--- src/rtl/seg_scan4.sv ---
`default_nettype none
// ============================================================================
// Module   : seg_scan4
// Purpose  : Four-digit multiplexed 7-segment driver with per-slot blanking gap
//            and frame-aligned display update. Optional leading-zero blanking
//            when LZ_BLANK_EN is defined.
// Revision : 1.0
// ============================================================================
module seg_scan4 #(
  parameter int unsigned REFRESH_DIV = 3000,
  parameter int unsigned GAP_CYC     = 30
) (
  input  logic        clk,
  input  logic        rst_n,
  input  logic [15:0] bcd,
  input  logic [3:0]  dp,
  input  logic        load,
  output logic [6:0]  seg,
  output logic        dp_n,
  output logic [3:0]  an,
  output logic        frame_tick
);

  localparam int unsigned        c_cnt_w   = (REFRESH_DIV > 1) ? $clog2(REFRESH_DIV) : 1;
  localparam logic [c_cnt_w-1:0] c_cnt_max = c_cnt_w'(REFRESH_DIV - 1);

  localparam logic [0:0] c_st_gap  = 1'b0;
  localparam logic [0:0] c_st_show = 1'b1;
  localparam logic [0:0] c_st_rst  = (GAP_CYC == 0) ? c_st_show : c_st_gap;

  logic [c_cnt_w-1:0] div_cnt_q, div_cnt_d;
  logic [1:0]         idx_q, idx_d;
  logic [19:0]        pending_q, pending_d;
  logic [19:0]        disp_q, disp_d;
  logic [0:0]         state_q, state_d;
  logic [6:0]         seg_q, seg_d;
  logic               dp_n_q, dp_n_d;
  logic [3:0]         an_q, an_d;
  logic               frame_q, frame_d;

  logic               w_wrap;
  logic               w_frame;
  logic               w_in_gap;
  logic               w_blank;
  logic [3:0]         w_digit;
  logic [3:0]         w_dp_vec;
  logic               w_dp;

  function automatic logic [6:0] f_decode(input logic [3:0] v);
    logic [6:0] s;
    case (v)
      4'd0:    s = 7'b0000001;
      4'd1:    s = 7'b1001111;
      4'd2:    s = 7'b0010010;
      4'd3:    s = 7'b0000110;
      4'd4:    s = 7'b1001100;
      4'd5:    s = 7'b0100100;
      4'd6:    s = 7'b0100000;
      4'd7:    s = 7'b0001111;
      4'd8:    s = 7'b0000000;
      4'd9:    s = 7'b0000100;
      default: s = 7'b1111111;
    endcase
    return s;
  endfunction

  // Outputs are registered from next-state values so they line up with div_cnt.
  always_comb begin
    w_wrap    = (div_cnt_q == c_cnt_max);
    w_frame   = w_wrap && (idx_q == 2'd3);
    div_cnt_d = w_wrap ? '0 : div_cnt_q + 1'b1;
    idx_d     = w_wrap ? idx_q + 2'd1 : idx_q;
    pending_d = load ? {dp, bcd} : pending_q;
    disp_d    = w_frame ? pending_d : disp_q;
    frame_d   = (div_cnt_d == c_cnt_max) && (idx_d == 2'd3);
  end

  generate
    if (GAP_CYC == 0) begin : g_no_gap
      assign w_in_gap = 1'b0;
    end else begin : g_gap
      localparam logic [c_cnt_w-1:0] c_gap = c_cnt_w'(GAP_CYC);
      assign w_in_gap = (div_cnt_d < c_gap);
    end
  endgenerate

  always_ff @(posedge clk or negedge rst_n) begin
    if (!rst_n) begin
      state_q <= c_st_rst;
    end else begin
      state_q <= state_d;
    end
  end

  always_comb begin
    state_d = w_in_gap ? c_st_gap : c_st_show;
  end

  assign w_digit  = disp_d[{idx_d, 2'b00} +: 4];
  assign w_dp_vec = disp_d[19:16];
  assign w_dp     = w_dp_vec[idx_d];

`ifdef LZ_BLANK_EN
  always_comb begin
    w_blank = 1'b0;
    case (idx_d)
      2'd3:    w_blank = (disp_d[15:12] == 4'd0);
      2'd2:    w_blank = (disp_d[15:8] == 8'd0);
      2'd1:    w_blank = (disp_d[15:4] == 12'd0);
      default: w_blank = 1'b0;
    endcase
  end
`else
  assign w_blank = 1'b0;
`endif

  always_comb begin
    an_d   = 4'b1111;
    seg_d  = 7'b1111111;
    dp_n_d = 1'b1;
    if (state_d == c_st_show) begin
      an_d   = ~(4'b0001 << idx_d);
      seg_d  = w_blank ? 7'b1111111 : f_decode(w_digit);
      dp_n_d = ~w_dp;
    end
  end

  always_ff @(posedge clk or negedge rst_n) begin
    if (!rst_n) begin
      div_cnt_q <= '0;
      idx_q     <= 2'd0;
      pending_q <= 20'd0;
      disp_q    <= 20'd0;
      seg_q     <= 7'b1111111;
      dp_n_q    <= 1'b1;
      an_q      <= 4'b1111;
      frame_q   <= 1'b0;
    end else begin
      div_cnt_q <= div_cnt_d;
      idx_q     <= idx_d;
      pending_q <= pending_d;
      disp_q    <= disp_d;
      seg_q     <= seg_d;
      dp_n_q    <= dp_n_d;
      an_q      <= an_d;
      frame_q   <= frame_d;
    end
  end

  assign seg        = seg_q;
  assign dp_n       = dp_n_q;
  assign an         = an_q;
  assign frame_tick = frame_q;

endmodule
`default_nettype wire
--- config.mk ---
export PLATFORM = sky130hd
export DESIGN_NAME = seg_scan4
export DESIGN_NICKNAME = d
export VERILOG_FILES = /design/src/rtl/seg_scan4.sv
export SDC_FILE = /design/constraint.sdc
export NUM_CORES = 1
export LEC_CHECK = 0
export BUFFER_PORTS_ARGS = -buffer_cell sky130_fd_sc_hd__clkbuf_2
export CORE_UTILIZATION = 58
export DETAILED_ROUTE_END_ITERATION = 16
export PLACE_DENSITY_LB_ADDON = 0.15
export REMOVE_ABC_BUFFERS = 1
export SETUP_SLACK_MARGIN = 0.15
export SLEW_MARGIN = 20
export SYNTH_ARGS = -nofsm -noshare
export SYNTH_HDL_FRONTEND = slang
export SYNTH_SLANG_ARGS = --single-unit
--- constraint.sdc ---
create_clock -name clk -period 3.78 [get_ports clk]
set_input_delay 0.567 -clock clk [delete_from_list [all_inputs] [get_ports clk]]
set_output_delay 0.567 -clock clk [all_outputs]
set_load 0.01 [all_outputs]
Yosys cells after proc, flatten, opt, wreduce, memory -nomap -nowiden
Memories as Yosys holds them, arrays and structs flattened.
Index checks and enable logic that the tools add are counted.
- bits in registers: 67
- RAM bits: 0
- input port bits: 23
- memories kept: 1
- ROM bits: 112
- output and inout bits: 13
- bits in latches: 0
- logic and storage cells: 32
- memory list (name ; words ; width ; read ports ; clocked after memory_dff ; write ports ; RTL line ; RTL):
    (no name shown) ; 16 ; 7 ; 1 ; 0 ; 0 ; 51 ; case (v)
- multiply operators: 0
- add/subtract/negate cells: 2
- shifts and indexed selects: 2
- muxes and demuxes: 9
- reduce and logical (&&, ||, !) cells: 2
- equality and inequality tests: 4
- magnitude comparators: 2
- bitwise logic cells: 2
- divide/modulo/power cells: 0
- operators with widths (cell ; count):
    2-to-1 mux 20 bit ; 2
    equality test 12 bit, second input constant ; 2
    variable part select 20 x 5 -> 4 bit ; 1
    adder 12 x 1 -> 12 bit, second input constant ; 1
    < comparator 12 x 5 -> 1 bit, second input constant ; 1
    2-to-1 mux 12 bit ; 1
    2-to-1 mux 7 bit ; 1
    equality test 2 bit, second input constant ; 2
    2-to-1 mux 4 bit ; 1
    NOT 4 bit ; 1
    left shift 1 x 2 -> 4 bit, first input constant ; 1
    < comparator 2 x 3 -> 1 bit, second input constant ; 1
    adder 2 x 1 -> 2 bit, second input constant ; 1
    binary-select mux 1 bit (select 2 bit) ; 1
    logical AND 1 bit ; 2
    2-to-1 mux 1 bit ; 2
    2-to-1 mux 2 bit ; 1
    NOT 1 bit ; 1

Depth between registers and ports, before layout
Gate-level depths: netlist (run 1).
- depth after elaboration: 7
- mapped depth: 12
- gate-level depth less buffers: 12

Least setup slack after synthesis (run 1)
Ideal clock, no wire load.
- kind: reg2reg
- start point: reg div_cnt_q[0]
- end point: reg seg_q[2], in the netlist seg[2]
- arrival: 3.215 ns
- setup slack: 0.486 ns
- library setup time: 0.079 ns
- data required time: 3.701 ns
- buffers on the path: 1
- cell stages (with the launch flop): 13
- period minus slack after synthesis: 3.294 ns
- path through: dfrtp_1 -> ha_1 -> nand4bb_4 -> nor4_4 -> buf_6 -> mux2_2 -> mux4_2 -> inv_1 -> ha_1 -> nor2_1 -> a221o_1 -> a21oi_1 -> o21ai_1
- cells in the longest elaborated chain, start to end: 6
- elaborated cells on any way between the ends: 10
- those cells by class: 1 x add/sub; 1 x order compare; 1 x eq/ne; 1 x shift; 4 x mux; 1 x reduce/logical; 1 x memory
- ends and longest elaborated chain (element ; RTL line ; RTL):
    start: declaration ; 31 ; logic [c_cnt_w-1:0] div_cnt_q, div_cnt_d;
    start signal: assignment ; 139 ; div_cnt_q <= div_cnt_d;
    equality test 12 bit ; 69 ; w_wrap = (div_cnt_q == c_cnt_max);
    logical AND 1 bit ; 70 ; w_frame = w_wrap && (idx_q == 2'd3);
    2-to-1 mux 20 bit ; 74 ; disp_d = w_frame ? pending_d : disp_q;
    named net disp_d[8] ; 34 ; logic [19:0] disp_q, disp_d;
    variable part select 20 x 5 -> 4 bit ; 99 ; assign w_digit = disp_d[{idx_d, 2'b00} +: 4];
    memory (16 x 7 bit) ; n/a ;
    2-to-1 mux 7 bit ; 121 ; if (state_d == c_st_show) begin
    named net seg_d[2] ; 36 ; logic [6:0] seg_q, seg_d;
    end signal: assignment ; 143 ; seg_q <= seg_d;
    end: declaration ; 36 ;
The timed path passes the listed nets, and every way through them passes these cells.

Final worst setup path (run 1)
- start point: reg idx_q[0]
- end point: reg seg_q[3], in the netlist seg[3]
- cells in the longest elaborated chain, start to end: 6
- elaborated cells on any way between the ends: 8
- those cells by class: 1 x add/sub; 1 x eq/ne; 1 x shift; 3 x mux; 1 x reduce/logical; 1 x memory
- ends and longest elaborated chain (element ; RTL line ; RTL):
    start: declaration ; 32 ; logic [1:0] idx_q, idx_d;
    start signal: assignment ; 140 ; idx_q <= idx_d;
    equality test 2 bit ; 70 ;
    logical AND 1 bit ; 70 ;
    2-to-1 mux 20 bit ; 74 ;
    named net disp_d[5] ; 34 ;
    variable part select 20 x 5 -> 4 bit ; 99 ;
    memory (16 x 7 bit) ; n/a ;
    2-to-1 mux 7 bit ; 121 ;
    named net seg_d[3] ; 36 ;
The timed path passes the listed nets, and every way through them passes these cells.

==> metrics.txt, run 1 <==
share of cells above drive strength 1=between 40% and 50%; Area Overhead vs Synth=12.95%; Antenna Nets Post-Route=0; Std-Cell Rows=26; overall routed net length=5525 microns; Post-synth top flop=dfrtp_1; WP data arrival=around 3600 ps; CP Class=reg -> reg; Slew Limit Fails=0; DR vias=approximately 2,100; fin util=69.61%; combinational share of power=4.6%; count of cell types in the netlist=50; CP max stage cell=mux4_2; Clock Pin Slew Worst Setup and Hold Paths=around 70 ps; CP Max Fanout=9; initial antenna violation count=0; Final Hold Fails=0; fin crit share=just under 90%; Post-synth EDFFs=0; Pleak=approximately 0.0017 uW; vias in the first global route=2,121; Switch Pwr=309.1 uW; max cap viols=0; Via density=between 5 and 6; Worst Hold Class=in -> async; Crit path top cell by count=ha_1; Critical Path RT=approximately 4100 ps; Sum Neg Setup Slack=0 ps; # hold bufs at CTS=0; CTS resizes=0; outcome=finished, final reports clean; Switching Share=about a quarter; die area=between 5000 and 6000 sq um; unrepaired setup endpoints after global routing=no; drt first pass iters=4; Die W=76.61 microns; Sink Count=67; residual DRC count=0; Pwr Density=around 360 nW/um^2; Max-slew headroom=46.36%; total CTS buffers=9; sequential element share of the synthesized area=roughly 52%; max incr delay on CP=570 ps; GRT Residual Overflow=0; Worst Skew=7.097 ps; postcts setup bufs=0; Async SR Flop Fraction=100.0%; WL/cell=14.69 microns; Yosys warnings=0; crit-path leading delay family=multiplexers; # H-tree levels=3; CP startpoint kind=flip-flop; Synth Register Bits=67; Worst Tran Pin Value=804.5 ps; Die H=76.61 microns; clock network power share=about 39%; ANT cells=0; Mapped Area=3228 sq um; total core area=between 5000 and 6000 sq um; Buf/Inv on CP=2; FMAX=~0.30 GHz; sequential share of power=56.7%; Worst Setup End Kind=flip-flop; Cells after Synth=between 200 and 300; Max IR drop VDD=around 0.00025 V; Nets=around 330; initial DRC count=92; CP cell instances=ha_1 > nand4b_1 > nor4_4 > buf_4 > mux2_2 > mux4_2 > inv_2 > ha_1 > nand2b_1 > a31oi_1; CTS tree=yes; HPWL after DPL=4060 microns; CTS root buffer=clkbuf_8; clock buffer depth=2; Syn Area/Cell=around 13 sq um; Tot GR Track Use=around 22%; Pint=about 1000 uW; Final Setup Violations=0; IO Pins=36; clk_lat worst skew=around 340 ps; gpl congestion=about 0.86; starting density of the core=61.63%; post-layout min period=3360 ps; global-route wire length before repair=9915 microns; largest net degree at the start of global routing=35; IO Port Bufs=35
## cells in the mapped netlist (2+ instances only)
cell type,n,area share [%]
dfrtp_1,55,43
mux2_2,35,12
nor2_1,17,2.0
dfstp_2,12,9.8
a21oi_1,9,1.4
ha_1,9,3.5
inv_1,9,1.0
nand2_1,9,1.0
nand2b_1,7,1.4
nor3_1,6,0.93
nor3b_1,6,1.4
o21ai_0,6,0.93
o21ai_1,5,0.78
a31oi_1,4,0.78
buf_6,4,1.4
nand3_1,4,0.62
nand4_1,4,0.78
a211oi_1,3,0.70
clkbuf_1,3,0.35
mux2_4,3,1.4
mux2i_1,3,0.93
mux4_2,3,2.1
nor4_1,3,0.58
xnor2_1,3,0.81
xor2_1,3,0.81
and2_1,2,0.39
and3_1,2,0.39
inv_2,2,0.23
nand4b_1,2,0.54
nor4_4,2,1.3
o21a_1,2,0.46
or3_1,2,0.39
## metal layers
layer / part of all wire, % / routed length (microns) / track usage, %
met5: 0 / 0 / 0
met4: 2.4 / 130 / 11.54
met3: 3.1 / 169 / 4.311
met2: 47 / 2617 / 34.14
met1: 47 / 2608 / 30.00
## final timing paths
path / start / slack, ps / end / depth (start not counted)
worst max-delay path: idx_q[0] / 420 / seg[3] / 10
worst min-delay path: rst_n / 300 / pending_q[5] / 1
worst max register to register: idx_q[0] / 420 / seg[3] / 10
worst min register to register: disp_q[13] / 490 / disp_q[13] / 1
max in group asynchronous: rst_n / 2540 / seg[1] / 2
min in group clk: bcd[7] / 460 / pending_q[7] / 2
## registers in the layout, indices dropped and copies added, names as in the netlist
name and flops:
seg 7, div_cnt_q 12, idx_q 2, disp_q 20, frame_tick 1, pending_q 20, dp_n 1, an 4
## kinds of logic after synthesis
kind of cell             synth area share [%]
buffers and inverters                   3.566
AND/OR/NAND/NOR                         13.88
AO/OA/AOI/OAI                           6.434
XOR/XNOR                                2.132
adder cells (fa/ha/maj)                 3.488
flip-flops                              52.40
multiplexers                            18.10
## power groups by stage
stage / Sequential (uW) / Combinational [uW] / Clock (uW)
floorplan: 755 / 26.6 / 0
global placement: 756 / 60.7 / 0
detailed placement: 757 / 62.3 / 0
CTS: 743 / 62.4 / 520
global route: 745 / 69.2 / 551
finish: 743 / 59.9 / 507
## through the flow
step / setup slack [ps] / cells / cell area, sq um / hold slack, ps / total power, uW
floorplan: 156.3 / 248 / 3163 / 271.4 / 781.6
global placement: 585.7 / 360 / 3478 / 470.2 / 816.2
detailed placement: 453.7 / 360 / 3478 / 480.5 / 819.2
CTS: 417.4 / 376 / 3646 / 329.5 / 1326
global route: 208.8 / 376 / 3646 / 386.4 / 1366
finish: 419.8 / 376 / 3646 / 299.7 / 1310
## cell usage in the layout, fill, tap and decap left out, types with 2 or more instances in the layout
master,Yosys,final
mux2_4,3,3
and2_1,2,2
dfstp_2,12,12
a21oi_1,9,9
inv_2,2,2
xnor2_1,3,3
o21ai_1,5,5
ha_1,9,9
buf_4,0,7
nor4_4,2,2
a31oi_1,4,4
clkbuf_8,0,9
nor4_1,3,3
mux4_2,3,3
o21a_1,2,2
and3_1,2,2
dfrtp_1,55,55
nand2b_1,7,7
nand2_1,9,9
clkinv_2,0,4
clkinvlp_4,0,2
nor3_1,6,6
clkbuf_2,0,35
or3_1,2,2
nor2_1,17,17
mux2i_1,3,3
nand4b_1,2,2
o21ai_0,6,6
nand4_1,4,4
a211oi_1,3,3
inv_1,9,9
mux2_2,35,35
xor2_1,3,3
nand3_1,4,4
nor3b_1,6,6
## cell type report
| cell class | instances | area (sq um) |
|---|---|---|
| Fill cell | 374 | 1592 |
| Tap cell | 70 | 87.58 |
| Timing Repair Buffer | 42 | 227.7 |
| Inverter | 12 | 50.05 |
| Clock buffer | 9 | 123.9 |
| Sequential cell | 67 | 1692 |
| Clock inverter | 7 | 43.79 |
| Multi-Input combinational cell | 169 | 1421 |
Power figures use the tool's default switching activity.
==> run 2, diff against run 1 <==
--- a/config.mk
+++ b/config.mk
@@ -6,6 +6,7 @@
 export NUM_CORES = 1
 export LEC_CHECK = 0
 export BUFFER_PORTS_ARGS = -buffer_cell sky130_fd_sc_hd__clkbuf_2
+export CORE_MARGIN = 10
 export CORE_UTILIZATION = 58
 export DETAILED_ROUTE_END_ITERATION = 16
 export PLACE_DENSITY_LB_ADDON = 0.15
==> constraint.sdc (replaced) <==
create_clock -name clk -period 3.78 [get_ports clk]
set_input_delay 0.567 -clock clk [delete_from_list [all_inputs] [get_ports clk]]
set_output_delay 0.567 -clock clk [all_outputs]
set_load 0.1 [all_outputs]
==> run 2 against run 1 <==
Global-route usage decreased by 8.2 points. Power increased by 6.1%. Sequential cell count unchanged. Cell count increased by 0.53%. First-iteration DRC count decreased by 6.5%. Critical endpoint is now seg[2]. Non-clock buffer count unchanged. Clock skew decreased by 1.1 ps.
==> metrics.txt, run 2 (synthesis gave the netlist of run 1 again) <==
CTS tree=yes; drt first pass iters=5; CTS root buffer=clkbuf_8; fillers=417; DR vias=2,072; Sink Count=67; total CTS buffers=9; HPWL after DPL=4288 microns; Crit path top cell by count=ha_1; initial antenna violation count=0; Buf/Inv on CP=2; PnR worst setup slack=around 430 ps; CP startpoint kind=flip-flop; Worst Tran Pin Value=approximately 580 ps; Switching Share=between 20% and 30%; max cap viols=0; outcome=finished, final reports clean; residual DRC count=0; Tot GR Track Use=~14%; Final Hold Fails=0; Worst Skew=about 6.0 ps; Pwr Total=~1400 uW; Max IR drop VDD=approximately 0.00023 V; CP max stage cell=mux4_2; Clock Pin Slew Worst Setup and Hold Paths=around 70 ps; top flop regs=disp_q (20), pending_q (20), div_cnt_q (12); vias in the first global route=a little over 2,000; CP Launch Point=idx_q[0]; # H-tree levels=3; CP Max Fanout=9; GRT Residual Overflow=0; dpl ws=between 400 and 500 ps; Sum Neg Setup Slack=0 ps; Via density=approximately 5.5; Worst Setup End Kind=flip-flop; IO Port Bufs=35; Worst Hold Class=in -> async; area of the multi-input gates=between 1000 and 1500 sq um; unrepaired setup endpoints after global routing=no; CP cell instances=ha_1 > nand4b_1 > nor4_4 > buf_4 > mux2_2 > mux4_2 > inv_1 > ha_1 > nor2_1 > a221o_1 > a21oi_1 > o21ai_1; fin crit share=around nine tenths; placed cell count=about 360; ANT cells=0; IO Pins=36; total core area=5439 sq um; Pint=between 1000 and 1500 uW; Area Overhead vs Synth=13.91%; share of cells above drive strength 1=between 30% and 40%; Pleak=between 0.0015 and 0.002 uW; gpl congestion=0.9011; WP data arrival=3600 ps; Max-slew headroom=roughly three fifths; starting density of the core=59.35%; clock buffer depth=2; Final Instance Count excl. Fillers=378; WL/cell=between 15 and 20 microns; die area=~9000 sq um; global-route wire length before repair=slightly below 10,000 microns; Switch Pwr=299.8 uW; initial DRC count=86; crit-path leading delay family=multiplexers; clk_lat worst skew=approximately 340 ps; FMAX=about 0.30 GHz; Nets=roughly 330; Pwr Density=377.9 nW/um^2; CTS resizes=0; Final Setup Violations=0; Sequential cell area=1692 sq um; sequential share of power=about 54%; Die W=approximately 95 microns; Die H=around 95 microns; commonest cells after routing, fill and taps aside=dfrtp_1, mux2_2, clkbuf_2; Slew Limit Fails=0; post-layout min period=3351 ps; largest net degree at the start of global routing=43; Std-Cell Rows=27; combinational share of power=around 4.4%; Critical R2R Launch=idx_q[0]; CP Class=reg -> reg; clock network power share=a little over two fifths; commonest non-fill, non-tap cell in the layout=dfrtp_1; Antenna Nets Post-Route=0; Critical Path RT=4030 ps; max incr delay on CP=530 ps; overall routed net length=around 6000 microns
[run 2: cell types whose count changed in the layout (fill, tap and decap cells not counted)]
cell,previous run,this run
bufinv_16,0,1
clkbuf_1,0,2
clkbuf_8,9,10
clkinv_2,4,1
clkinv_4,1,2
clkinvlp_4,2,1
inv_6,1,0
[run 2: layout make-up]
cell class,instances,share of cell area (%)
Clock buffer,12,3.947
Clock inverter,4,1.395
Inverter,12,1.361
Multi-Input combinational cell,169,38.65
Sequential cell,67,46.00
Tap cell,72,2.450
Timing Repair Buffer,42,6.193
[run 2: worst paths after layout]
check	end	slack, ps	cells past startpoint
worst max-delay path	seg[2]	430	12
worst min-delay path	pending_q[5]	210	1
worst max register to register	seg[2]	430	12
worst min register to register	disp_q[2]	490	1
max in group asynchronous	div_cnt_q[6]	2620	2
min in group clk	pending_q[3]	480	2
[run 2: through the flow]
stage                     utilization (%)  hold slack, ps  instance area (sq um)
after floorplan                         -           271.4                   3163
after global placement              63.86           471.6                   3473
after detailed placement            63.86           473.9                   3473
after CTS                           67.47           219.7                   3670
after global routing                67.61           256.0                   3677
final                               67.61           209.1                   3677
[run 2: timing repair]
| item | in CTS | in global routing |
|---|---|---|
| setup buffers | 0 | 1 |
| setup endpoints to repair | 0 | 1 |
| hold buffers | 0 | 0 |
[run 2: power by group through the flow]
stage	combinational [uW]	sequential (uW)	clock (uW)
global route	69.5	745	634
floorplan	26.6	755	0
CTS	63.3	744	602
detailed placement	63.4	757	0
finish	60.9	744	585
global placement	61.7	756	0
[run 2: layer usage]
layer | GRT usage [%] | up-vias | wire [microns]
li1 | - | 1009 | -
met1 | 17.28 | 1011 | 2613
met2 | 21.62 | 40 | 2763
met3 | 3.965 | 12 | 344
met4 | 7.980 | 0 | 129
met5 | 0 | - | 0
